===== src/rtl/stopwatch_core_if.sv =====
// Stopwatch core bundle: 10 ms tick and button levels in, BCD display digits and status out.
//   tick        single-cycle 10 ms enable
//   start_stop  debounced button level
//   clear       debounced button level
//   lap         debounced button level
//   digit3..0   BCD display digits SS.hh (digit3 = tens of seconds)
//   running     FSM is in the running state
//   hold        display shows the frozen lap value
//   overflow    full-scale indication (pulse when wrapping, sticky when saturating)
interface stopwatch_core_if;
  logic       tick;
  logic       start_stop;
  logic       clear;
  logic       lap;
  logic [3:0] digit3;
  logic [3:0] digit2;
  logic [3:0] digit1;
  logic [3:0] digit0;
  logic       running;
  logic       hold;
  logic       overflow;

  modport master (
    output tick, start_stop, clear, lap,
    input  digit3, digit2, digit1, digit0, running, hold, overflow
  );

  modport slave (
    input  tick, start_stop, clear, lap,
    output digit3, digit2, digit1, digit0, running, hold, overflow
  );
endinterface


===== src/rtl/stopwatch_core.sv =====
// Stopwatch timekeeping stage: counts 10 ms ticks as four BCD digits (SS.hh), with a
// start/stop/clear control FSM and a lap-hold display latch.
//   clk    system clock, all logic on posedge
//   reset  synchronous active-high reset
//   bus    stopwatch_core_if.slave: tick and button levels in, digits and status out
module stopwatch_core #(
  parameter int unsigned MAX_TENS_SEC = 5,  // legal 1..9
  parameter bit          WRAP         = 1'b1
) (
  input logic              clk,
  input logic              reset,
  stopwatch_core_if.slave  bus
);

  localparam logic [3:0] MaxTens = 4'(MAX_TENS_SEC);

  typedef enum logic [1:0] {StIdle, StRunning, StPaused} state_e;

  state_e          state_q, state_d;
  logic [3:0][3:0] cnt_q, cnt_d;
  logic [3:0][3:0] lap_q, lap_d;
  logic [3:0][3:0] inc;
  logic            hold_q, hold_d;
  logic            ovf_q, ovf_d;
  logic            ss_prev, clr_prev, lap_prev;
  logic            ss_edge, clr_edge, lap_edge;
  logic            c0, c1, c2, full;
  logic            is_run;

  assign ss_edge  = bus.start_stop & ~ss_prev;
  assign clr_edge = bus.clear & ~clr_prev;
  assign lap_edge = bus.lap & ~lap_prev;
  assign is_run   = (state_q == StRunning);

  // BCD carry chain for one tick; full scale is handled separately.
  always_comb begin
    c0   = (cnt_q[0] == 4'd9);
    c1   = c0 && (cnt_q[1] == 4'd9);
    c2   = c1 && (cnt_q[2] == 4'd9);
    full = c2 && (cnt_q[3] == MaxTens);
    inc[0] = c0 ? 4'd0 : cnt_q[0] + 4'd1;
    inc[1] = c0 ? ((cnt_q[1] == 4'd9) ? 4'd0 : cnt_q[1] + 4'd1) : cnt_q[1];
    inc[2] = c1 ? ((cnt_q[2] == 4'd9) ? 4'd0 : cnt_q[2] + 4'd1) : cnt_q[2];
    inc[3] = c2 ? cnt_q[3] + 4'd1 : cnt_q[3];
  end

  always_comb begin
    state_d = state_q;
    cnt_d   = cnt_q;
    lap_d   = lap_q;
    hold_d  = hold_q;
    ovf_d   = WRAP ? 1'b0 : ovf_q;  // pulse when wrapping, sticky when saturating

    // Tick is qualified by the current state, so a start edge never counts its own tick.
    if (is_run && bus.tick) begin
      if (full) begin
        ovf_d = 1'b1;
        if (WRAP) begin
          cnt_d = '0;
        end else begin
          state_d = StPaused;
        end
      end else begin
        cnt_d = inc;
      end
    end

    if (ss_edge) begin
      unique case (state_q)
        StIdle:    state_d = StRunning;
        StRunning: state_d = StPaused;
        StPaused:  state_d = StRunning;
        default:   state_d = StIdle;
      endcase
    end

    // Lap captures the pre-tick count.
    if (lap_edge) begin
      if (hold_q) begin
        hold_d = 1'b0;
      end else if (is_run) begin
        lap_d  = cnt_q;
        hold_d = 1'b1;
      end
    end

    // Clear wins over everything above; in running it is a restart that keeps hold.
    if (clr_edge) begin
      cnt_d = '0;
      ovf_d = 1'b0;
      if (is_run) begin
        state_d = StRunning;
      end else begin
        state_d = StIdle;
        hold_d  = 1'b0;
      end
    end
  end

  always_ff @(posedge clk) begin
    if (reset) begin
      state_q  <= StIdle;
      cnt_q    <= '0;
      lap_q    <= '0;
      hold_q   <= 1'b0;
      ovf_q    <= 1'b0;
      // Buttons held through reset release must not produce an edge.
      ss_prev  <= bus.start_stop;
      clr_prev <= bus.clear;
      lap_prev <= bus.lap;
    end else begin
      state_q  <= state_d;
      cnt_q    <= cnt_d;
      lap_q    <= lap_d;
      hold_q   <= hold_d;
      ovf_q    <= ovf_d;
      ss_prev  <= bus.start_stop;
      clr_prev <= bus.clear;
      lap_prev <= bus.lap;
    end
  end

  assign bus.digit3   = hold_q ? lap_q[3] : cnt_q[3];
  assign bus.digit2   = hold_q ? lap_q[2] : cnt_q[2];
  assign bus.digit1   = hold_q ? lap_q[1] : cnt_q[1];
  assign bus.digit0   = hold_q ? lap_q[0] : cnt_q[0];
  assign bus.running  = is_run;
  assign bus.hold     = hold_q;
  assign bus.overflow = ovf_q;

endmodule


===== src/flat_wrapper.sv =====
// flat-port wrapper written by rule: the top's interface ports become plain ports
module stopwatch_core_flat 
#(
  parameter int unsigned MAX_TENS_SEC = 5,               
  parameter bit          WRAP         = 1'b1
)
  (clk, reset, bus_tick, bus_start_stop, bus_clear, bus_lap, bus_digit3, bus_digit2, bus_digit1, bus_digit0, bus_running, bus_hold, bus_overflow);
  stopwatch_core_if bus_i ();
  input logic clk;
  input logic reset;
  input wire logic [$bits(bus_i.tick)-1:0] bus_tick;
  input wire logic [$bits(bus_i.start_stop)-1:0] bus_start_stop;
  input wire logic [$bits(bus_i.clear)-1:0] bus_clear;
  input wire logic [$bits(bus_i.lap)-1:0] bus_lap;
  output wire logic [$bits(bus_i.digit3)-1:0] bus_digit3;
  output wire logic [$bits(bus_i.digit2)-1:0] bus_digit2;
  output wire logic [$bits(bus_i.digit1)-1:0] bus_digit1;
  output wire logic [$bits(bus_i.digit0)-1:0] bus_digit0;
  output wire logic [$bits(bus_i.running)-1:0] bus_running;
  output wire logic [$bits(bus_i.hold)-1:0] bus_hold;
  output wire logic [$bits(bus_i.overflow)-1:0] bus_overflow;
  assign bus_i.tick = bus_tick;
  assign bus_i.start_stop = bus_start_stop;
  assign bus_i.clear = bus_clear;
  assign bus_i.lap = bus_lap;
  assign bus_digit3 = bus_i.digit3;
  assign bus_digit2 = bus_i.digit2;
  assign bus_digit1 = bus_i.digit1;
  assign bus_digit0 = bus_i.digit0;
  assign bus_running = bus_i.running;
  assign bus_hold = bus_i.hold;
  assign bus_overflow = bus_i.overflow;
  stopwatch_core #(.MAX_TENS_SEC(MAX_TENS_SEC), .WRAP(WRAP)) u_core (.clk(clk), .reset(reset), .bus(bus_i));
endmodule

===== config.mk =====
export PLATFORM = sky130hd
export DESIGN_NAME = stopwatch_core_flat
export DESIGN_NICKNAME = d
export VERILOG_FILES = /design/src/rtl/stopwatch_core_if.sv /design/src/rtl/stopwatch_core.sv /design/src/flat_wrapper.sv
export SDC_FILE = /design/constraint.sdc
export NUM_CORES = 1
export LEC_CHECK = 0
export ABC_CLOCK_PERIOD_IN_PS = 1900
export BUFFER_PORTS_ARGS = -buffer_cell sky130_fd_sc_hd__buf_4
export CAP_MARGIN = 10
export CELL_PAD_IN_SITES_DETAIL_PLACEMENT = 1
export CELL_PAD_IN_SITES_GLOBAL_PLACEMENT = 1
export CORE_MARGIN = 3
export CORE_UTILIZATION = 43
export DETAILED_ROUTE_END_ITERATION = 6
export HOLD_SLACK_MARGIN = 0.1
export PLACE_DENSITY_LB_ADDON = 0.1
export SLEW_MARGIN = 20
export SYNTH_ARGS = -nofsm -noshare
export SYNTH_HDL_FRONTEND = slang
export SYNTH_SLANG_ARGS = --single-unit

===== constraint.sdc =====
create_clock -name clk -period 1.9 [get_ports clk]
set_input_delay 0.19 -clock clk [delete_from_list [all_inputs] [get_ports clk]]
set_output_delay 0.19 -clock clk [all_outputs]
set_load 0.01 [all_outputs]

# Word-level counts from Yosys, hierarchy flattened
# Cells that the tools add are included.
[totals]
ff_bits = 39
output_inout_bits = 19
inputBits = 6
word_cells = 69
[op_classes]
addsub = 4
eq_ne = 6
reduce_logical = 16
muxes = 21
bitwise_logic = 8
[op_table]
columns = ["operator", "n"]
rows = [
  ["4-bit 2-to-1 mux", 10],
  ["4-bit by 1-bit adder with 4-bit output, second input constant", 4],
  ["16-bit 2-to-1 mux", 1],
  ["4-bit == test, second input constant", 3],
  ["2-bit nonzero test", 4],
  ["1-bit 2-to-1 mux", 7],
  ["2-bit AND reduction", 3],
  ["1-bit inverter", 5],
  ["4-bit by 3-bit == test with 1-bit output, second input constant", 1],
  ["1-bit logical AND", 4],
  ["2-bit 2-to-1 mux", 2],
  ["2-bit case mux with 2 select lines", 1],
  ["2-bit OR reduction", 2],
  ["1-bit bitwise AND", 3],
  ["3-bit AND reduction", 1],
  ["3-bit OR reduction", 1],
  ["2-bit by 1-bit == test with 1-bit output, second input constant", 1],
  ["2-bit == test, second input constant", 1],
  ["2-bit zero test", 1],
]

# Logic depth before layout (Yosys ltp)
# Gate-level depths: netlist of run 1.
[logic_depth]
depth_word = 6
depth_mapped = 7
depth_no_buf = 6

# Worst setup path before layout of run 1
# Ideal clock, no wire load.
[synth_timing]
path_type = "register -> register"
start = "register u_core.cnt_q[4] in the netlist's numbering"
end = "register u_core.cnt_q[15] in the netlist's numbering"
t_arrival_ns = 1.613
required_ns = 1.825
setup_slack_ns = 0.212
synth_period_minus_slack_ns = 1.688
setup_ns = 0.075
path_buffers = 1
stages_incl_launch_ff = 7
path_cell_list = "dfxtp_1 > ha_1 > and3b_1 > buf_6 > nand4_4 > or4_1 > o22ai_1"
[synth_via]
elab_chain_cells = 6
[synth_lines]
columns = ["item", "line_no", "rtl"]
rows = [
  ["start: declaration", "stopwatch_core.sv:20", "logic [3:0][3:0] cnt_q, cnt_d;"],
  ["start signal: assignment", "stopwatch_core.sv:113", "cnt_q <= cnt_d;"],
  ["4-bit == test *", "stopwatch_core.sv:38", "c1 = c0 && (cnt_q[1] == 4'd9);"],
  ["1-bit logical AND *", "stopwatch_core.sv:38", ""],
  ["1-bit logical AND *", "stopwatch_core.sv:39", "c2 = c1 && (cnt_q[2] == 4'd9);"],
  ["1-bit logical AND", "stopwatch_core.sv:40", "full = c2 && (cnt_q[3] == MaxTens);"],
  ["2-bit nonzero test (no source line)", "-", ""],
  ["2-bit AND reduction (no source line)", "-", ""],
]
# Mark *: on every way between the ends. The rest lies on a longest branch, timed or not.
# A chain may end at the register's enable or synchronous reset.

# Final worst setup path of run 1
[layout_timing]
start = "register u_core.cnt_q[5] in the netlist's numbering"
end = "register u_core.cnt_q[9] in the netlist's numbering"
[layout_via]
elab_chain_cells = 6
[layout_lines]
columns = ["item", "line_no"]
rows = [
  ["4-bit == test *", "stopwatch_core.sv:38"],
  ["1-bit logical AND *", "stopwatch_core.sv:38"],
  ["1-bit logical AND", "stopwatch_core.sv:39"],
  ["1-bit logical AND", "stopwatch_core.sv:40"],
  ["2-bit nonzero test (no source line)", "-"],
  ["2-bit AND reduction (no source line)", "-"],
]
# Marks and branches as above.

==> run_results.csv, run 1 <==
group,metric,value,unit
min_path,hold_path_depth,2,
clock_network,clock-sinks,39,
critical_path,crit_arrival,2.00,ns
cells_and_area,nNetsFinal,246,
min_path,worstHoldStart,"reset",
floorplan,core,4120,um^2
detailed_routing,routed.top_layer,"met4",
detailed_routing,drt-pass1-iter-count,4,
sta,skew,0.0123,ns
sta,clock.fmax,563,MHz
power,clkPwrFrac,40.9,%
yosys,synthFlopType,"dfxtp_1",
detailed_routing,met3_length,149,um
placement,dpl.hpwl,3030,um
sta,max_slew_margin,73.0,%
placement,dp.cells,272,
cells_and_area,area_growth,19.1,%
sta,min_period,1.78,ns
clock_network,clock_latency,0.30,ns
critical_path,critPathMaxFanout,5,
floorplan,ioPinCount,25,
sta,rsz0062_at_grt,"false",
min_path,min_to,"u_core.bus.hold",
power,power_density,674,nW/um^2
power,combPwrFrac,4.7,%
floorplan,die_h,72.3,um
global_routing,grtUsageTotal,17.6,%
cells_and_area,final_util,54.8,%
critical_path,cp-end-kind,"register",
detailed_routing,vias,1544,
sta,finalSetupViolCount,0,
yosys,ys_async_sr_fraction,0,%
power,p_leak,0.891,nW
cells_and_area,regArea,783,um^2
yosys,ys_seq_area_share,41.3,%
floorplan,dieArea,5230,um^2
sta,finalHoldViolations,0,
yosys,synth_area_per_cell,9.37,um^2
yosys,syn-cell-area,1890,um^2
yosys,ys_warn_count,0,
placement,place_congestion,0.802,
flow_run,drv_cap,0,
critical_path,critPathLaunchType,"register",
cells_and_area,antenna_cells,0,
power,pwr-share-seq,54.4,%
detailed_routing,ant_nets,0,
global_routing,grt-ovfl-total,0,
cells_and_area,drive_gt1_share,27.9,%
power,ir_drop,383,uV
critical_path,r2r_cells,7,
yosys,synth.distinct_cells,39,
sta,drv_slew,0,
clock_network,cts_buffers,5,
clock_network,cts_tree,"done",
floorplan,initial_utilization,46.0,%
critical_path,critPathSlowestCell,"dfxtp_2",
global_routing,grt_max_degree,23,
critical_path,r2r-start,"u_core.cnt_q[5]",
global_routing,first_global_vias,1524,
run_status,status,"completed",
min_path,worst_hold_path_type,"in -> reg",
critical_path,slowest_delay,0.37,ns
floorplan,die_w,72.3,um
yosys,yosys.area.top_type_share,41.3,%
clock_network,clk_pin_slew,0.08,ns
yosys,synthTopCellsByCount,"39 x dfxtp_1, 27 x nor2_1, 19 x mux2i_1, 16 x nand2_1, 13 x a21oi_1",
power,p_int,1.18,mW
yosys,synth.most_common_cell,"dfxtp_1",
detailed_routing,dr.first_iter.drc_count,36,
critical_path,path_cells,"inv_1 -> ha_1 -> and3b_1 -> buf_4 -> and2_2 -> or3_1 -> a21oi_1",
critical_path,path_class,"reg -> reg",
sta,fin_tns_setup,0,ns
placement,portBuffers,24,
detailed_routing,wl_met1,1920,um
yosys,synthesis.nets,216,
sta,worst_pin_slew,0.402,ns
critical_path,required,2.12,ns
cells_and_area,multi_input_area,1020,um^2
cells_and_area,nFillCells,490,
clock_network,postCtsSetupRepairBufs,0,
detailed_routing,viasPerCell,5.46,
yosys,synth_edf_count,0,
yosys,synth_top_cell_by_area,"dfxtp_1",
yosys,synthTopCellsByArea,"dfxtp_1 41%, mux2i_1 10%, mux2_2 7.1%",
power,switching_share,22.1,%
global_routing,grt_first_pass_wirelength,7150,um
critical_path,rr_endpoint,"u_core.cnt_q[9]",
yosys,ys_seq_elements,39,
yosys,postSynthCellCount,202,
clock_network,cts_max_level,2,
sta,hold_ws,0.233,ns
sta,fin_crit_sh,93.6,%
detailed_routing,wl_met2,2090,um
detailed_routing,totalWireLength,4230,um
cells_and_area,postLayoutCellArea,2250,um^2
floorplan,row_count,23,
critical_path,timing.critical_path.buf_inv,2,
cells_and_area,layout.cells.non_filler,283,
detailed_routing,drt-wirelength-per-cell,14.9,um
global_routing,antenna_found_initial,0,
detailed_routing,drc,0,
critical_path,reg2reg_slack,0.12,ns
placement,placed_cell_area,2110,um^2
clock_network,cts_buffer_depth,2,
critical_path,crit_family,"simple AND/OR/NAND/NOR gates",
clock_network,clock-root-buffer,"clkbuf_8",
power,power.switching,0.337,mW
[kinds of logic (layout without fill, tap and decap cells)]
family	after synthesis	in the layout	synth area share, %
compound gates	27	27	8.47
xor+xnor	1	1	0.463
fa+ha+maj	8	8	5.29
buf+inv	17	48	5.29
flops	39	39	41.3
mux	31	31	17.2
simple gates	79	79	22.0
[power groups by stage]
stage / clock [mW] / sequential, mW / combinational (mW)
after floorplan: 0 / 0.846 / 0.0467
after global placement: 0 / 0.846 / 0.0639
after detailed placement: 0 / 0.846 / 0.0664
after CTS: 0.643 / 0.827 / 0.0716
after global routing: 0.681 / 0.828 / 0.0789
final: 0.621 / 0.827 / 0.0713
[what timing repair did]
action                     in CTS  in global routing
hold endpoints to repair        3                  0
setup endpoints to repair       0                  2
hold buffers                    3                  0
resized for setup               0                  3
[area by class of cell]
class,count,area share (%)
clock buffer,7,4.28
clock inverter,1,0.333
inverter,6,0.999
multi-input combinational,146,45.2
sequential,39,34.8
tap,50,2.78
timing repair buffer,34,11.7
[registers in the layout, summed over array words and instances, names as in the netlist]
name,cells
u_core.cnt_q,16
u_core.ss_prev,1
u_core.bus.hold,1
u_core.lap_prev,1
u_core.lap_q,16
u_core.clr_prev,1
u_core.state_q,2
u_core.bus.overflow,1
[worst max-delay path by stage]
stage,from,end,cells after the start
6_report,u_core.cnt_q[5],u_core.cnt_q[9],7
5_1_grt,u_core.cnt_q[5],u_core.cnt_q[9],7
4_1_cts,bus_clear,u_core.cnt_q[14],6
3_5_place_dp,u_core.cnt_q[5],u_core.cnt_q[9],7
3_3_place_gp,u_core.cnt_q[5],u_core.cnt_q[9],7
2_1_floorplan,u_core.cnt_q[4],u_core.cnt_q[15],6
[placed cells by master, fill, tap and decap left out, types with 3 or more instances in the layout]
cell type,instances
clkbuf_8,7
nor2_1,27
dlygate4sd3_1,3
nand2_1,16
inv_1,6
mux2i_1,19
or3_1,3
buf_4,31
ha_1,8
o21ai_0,5
nand3_1,3
a21oi_1,13
or3_2,4
dfxtp_1,37
mux2_2,12
nor3_1,5
[metrics by stage]
stage / power [mW] / setup slack (ns)
after detailed placement: 0.913 / 0.0670
after global routing: 1.59 / 0.0180
after global placement: 0.909 / 0.183
final: 1.52 / 0.122
after CTS: 1.54 / 0.0446
after floorplan: 0.892 / 0.212
[layer usage]
layer	vias to the layer above	track usage (%)
li1	764	-
met1	752	21.1
met2	21	30.1
met3	7	4.57
met4	0	6.26
met5	-	0
Note: power is estimated with default switching activity, not from simulation.
==> run 2: changes to the inputs <==
Settings changed: ABC_CLOCK_PERIOD_IN_PS 1900 to 2000, REMOVE_ABC_BUFFERS from default to 1, SLEW_MARGIN 20 to default.
Clock period 1.9 ns to 2 ns, I/O delays scaled along.
==> run 2 against run 1 <==
Setup slack gained 0.017 ns; via count grew 0.58%; total power shrank 9.9%; sequential cell count is the same; register-to-register slack gained 0.03 ns; critical endpoint is now bus_digit1[0].
==> run_results.csv, run 2 (synthesis results as in run 1) <==
group,metric,value,unit
sta,worst_pin_slew,0.543,ns
power,ir_drop,287,uV
critical_path,critPathSlowestCell,"dfxtp_1",
floorplan,initial_utilization,46.0,%
detailed_routing,viasPerCell,5.47,
detailed_routing,totalWireLength,4580,um
critical_path,path_cells,"buf_12 -> mux2_2 -> buf_4",
placement,place_congestion,0.842,
clock_network,clock-sinks,39,
detailed_routing,drc,0,
sta,fin_tns_setup,0,ns
run_status,status,"completed",
sta,finalHoldViolations,0,
clock_network,clk_pin_slew,0.08,ns
sta,finalSetupViolCount,0,
sta,drv_slew,0,
critical_path,critPathMaxFanout,12,
sta,clock.fmax,537,MHz
sta,max_slew_margin,63.8,%
critical_path,crit_arrival,1.66,ns
sta,skew,0.00610,ns
global_routing,grtUsageTotal,18.8,%
clock_network,clock-root-buffer,"clkbuf_8",
flow_run,drv_cap,0,
clock_network,postCtsSetupRepairBufs,0,
floorplan,die_w,72.3,um
placement,portBuffers,24,
floorplan,ioPinCount,25,
clock_network,cts_buffer_depth,2,
detailed_routing,ant_nets,0,
global_routing,first_global_vias,1576,
min_path,worst_hold_path_type,"in -> reg",
global_routing,grt_max_degree,20,
power,p_leak,0.894,nW
floorplan,dieArea,5230,um^2
clock_network,cts_tree,"done",
critical_path,path_class,"reg -> out",
cells_and_area,drive_gt1_share,28.2,%
critical_path,required,1.80,ns
power,power_density,609,nW/um^2
placement,dp.cells,273,
sta,rsz0062_at_grt,"false",
sta,min_period,1.86,ns
clock_network,cts_buffers,5,
critical_path,critPathLaunchType,"register",
cells_and_area,layout.cells.non_filler,284,
sta,fin_crit_sh,93.0,%
cells_and_area,top_regs,"u_core.cnt_q x16, u_core.lap_q x16, u_core.state_q x2",
placement,dpl.hpwl,3330,um
floorplan,row_count,23,
critical_path,slowest_delay,0.67,ns
cells_and_area,final_util,54.7,%
floorplan,die_h,72.3,um
detailed_routing,drt-wirelength-per-cell,16.1,um
cells_and_area,final_common_cell,"dfxtp_1",
global_routing,grt-ovfl-total,0,
global_routing,grt_first_pass_wirelength,7680,um
clock_network,cts_max_level,2,
critical_path,reg2reg_slack,0.15,ns
detailed_routing,dr.first_iter.drc_count,75,
cells_and_area,area_growth,19.0,%
cells_and_area,nNetsFinal,247,
clock_network,clock_latency,0.29,ns
floorplan,core,4120,um^2
power,power,1.37,mW
critical_path,cp-end-kind,"output port",
global_routing,antenna_found_initial,0,
detailed_routing,vias,1553,
detailed_routing,drt-pass1-iter-count,4,
cells_and_area,layout_common_cells,"38 x dfxtp_1, 31 x buf_4, 27 x nor2_1",
cells_and_area,antenna_cells,0,
[run 2: routing by layer]
metal	wire length, um	up-vias	part of all wire (%)	track usage (%)
li1	-	769	-	-
met1	2010	753	44	21.9
met3	162	7	3.5	4.57
met4	78	0	1.7	6.68
met2	2330	24	51	33.3
met5	0	-	0	0
[run 2: where the power goes]
| part | internal (mW) | switching [mW] | total, mW |
|---|---|---|---|
| Clock | 0.239 | 0.273 | 0.511 |
| Sequential | 0.782 | 0.00566 | 0.788 |
| Combinational | 0.0316 | 0.0394 | 0.0709 |
| Total | 1.05 | 0.318 | 1.37 |
[run 2: final cells by class]
class / count / area, um^2
clock inverter: 3 / 15.0
clock buffer: 5 / 68.8
sequential: 39 / 782
multi-input combinational: 146 / 1020
inverter: 6 / 22.5
timing repair buffer: 35 / 283
tap: 50 / 62.6
fill: 485 / 1860
[run 2: critical path: cells and delay by family (launching register included)]
kind                   cells  cell delay (ns)
DFF                        1             0.67
buffers and inverters      2             0.36
muxes                      1             0.34
[run 2: final timing paths]
path / start / end / cells after the start
max: u_core.bus.hold / bus_digit1[0] / 3
min: reset / u_core.cnt_q[12] / 3
max reg2reg: u_core.cnt_q[1] / u_core.cnt_q[15] / 6
min reg2reg: u_core.lap_q[14] / u_core.lap_q[14] / 2
[run 2: through the flow]
step,setup WS (ns),hold WS (ns),instance area [um^2]
2_1_floorplan,-0.745,0.228,1810
3_3_place_gp,0.240,0.311,2130
3_5_place_dp,0.137,0.314,2130
4_1_cts,0.0936,0.293,2250
5_1_grt,0.0104,0.313,2250
6_report,0.139,0.305,2250
[run 2: repair_timing]
action	in CTS	in global routing
endpoints found under the hold margin	3	0
resized for setup	0	2
endpoints found under the setup margin	0	1
hold buffers	3	0
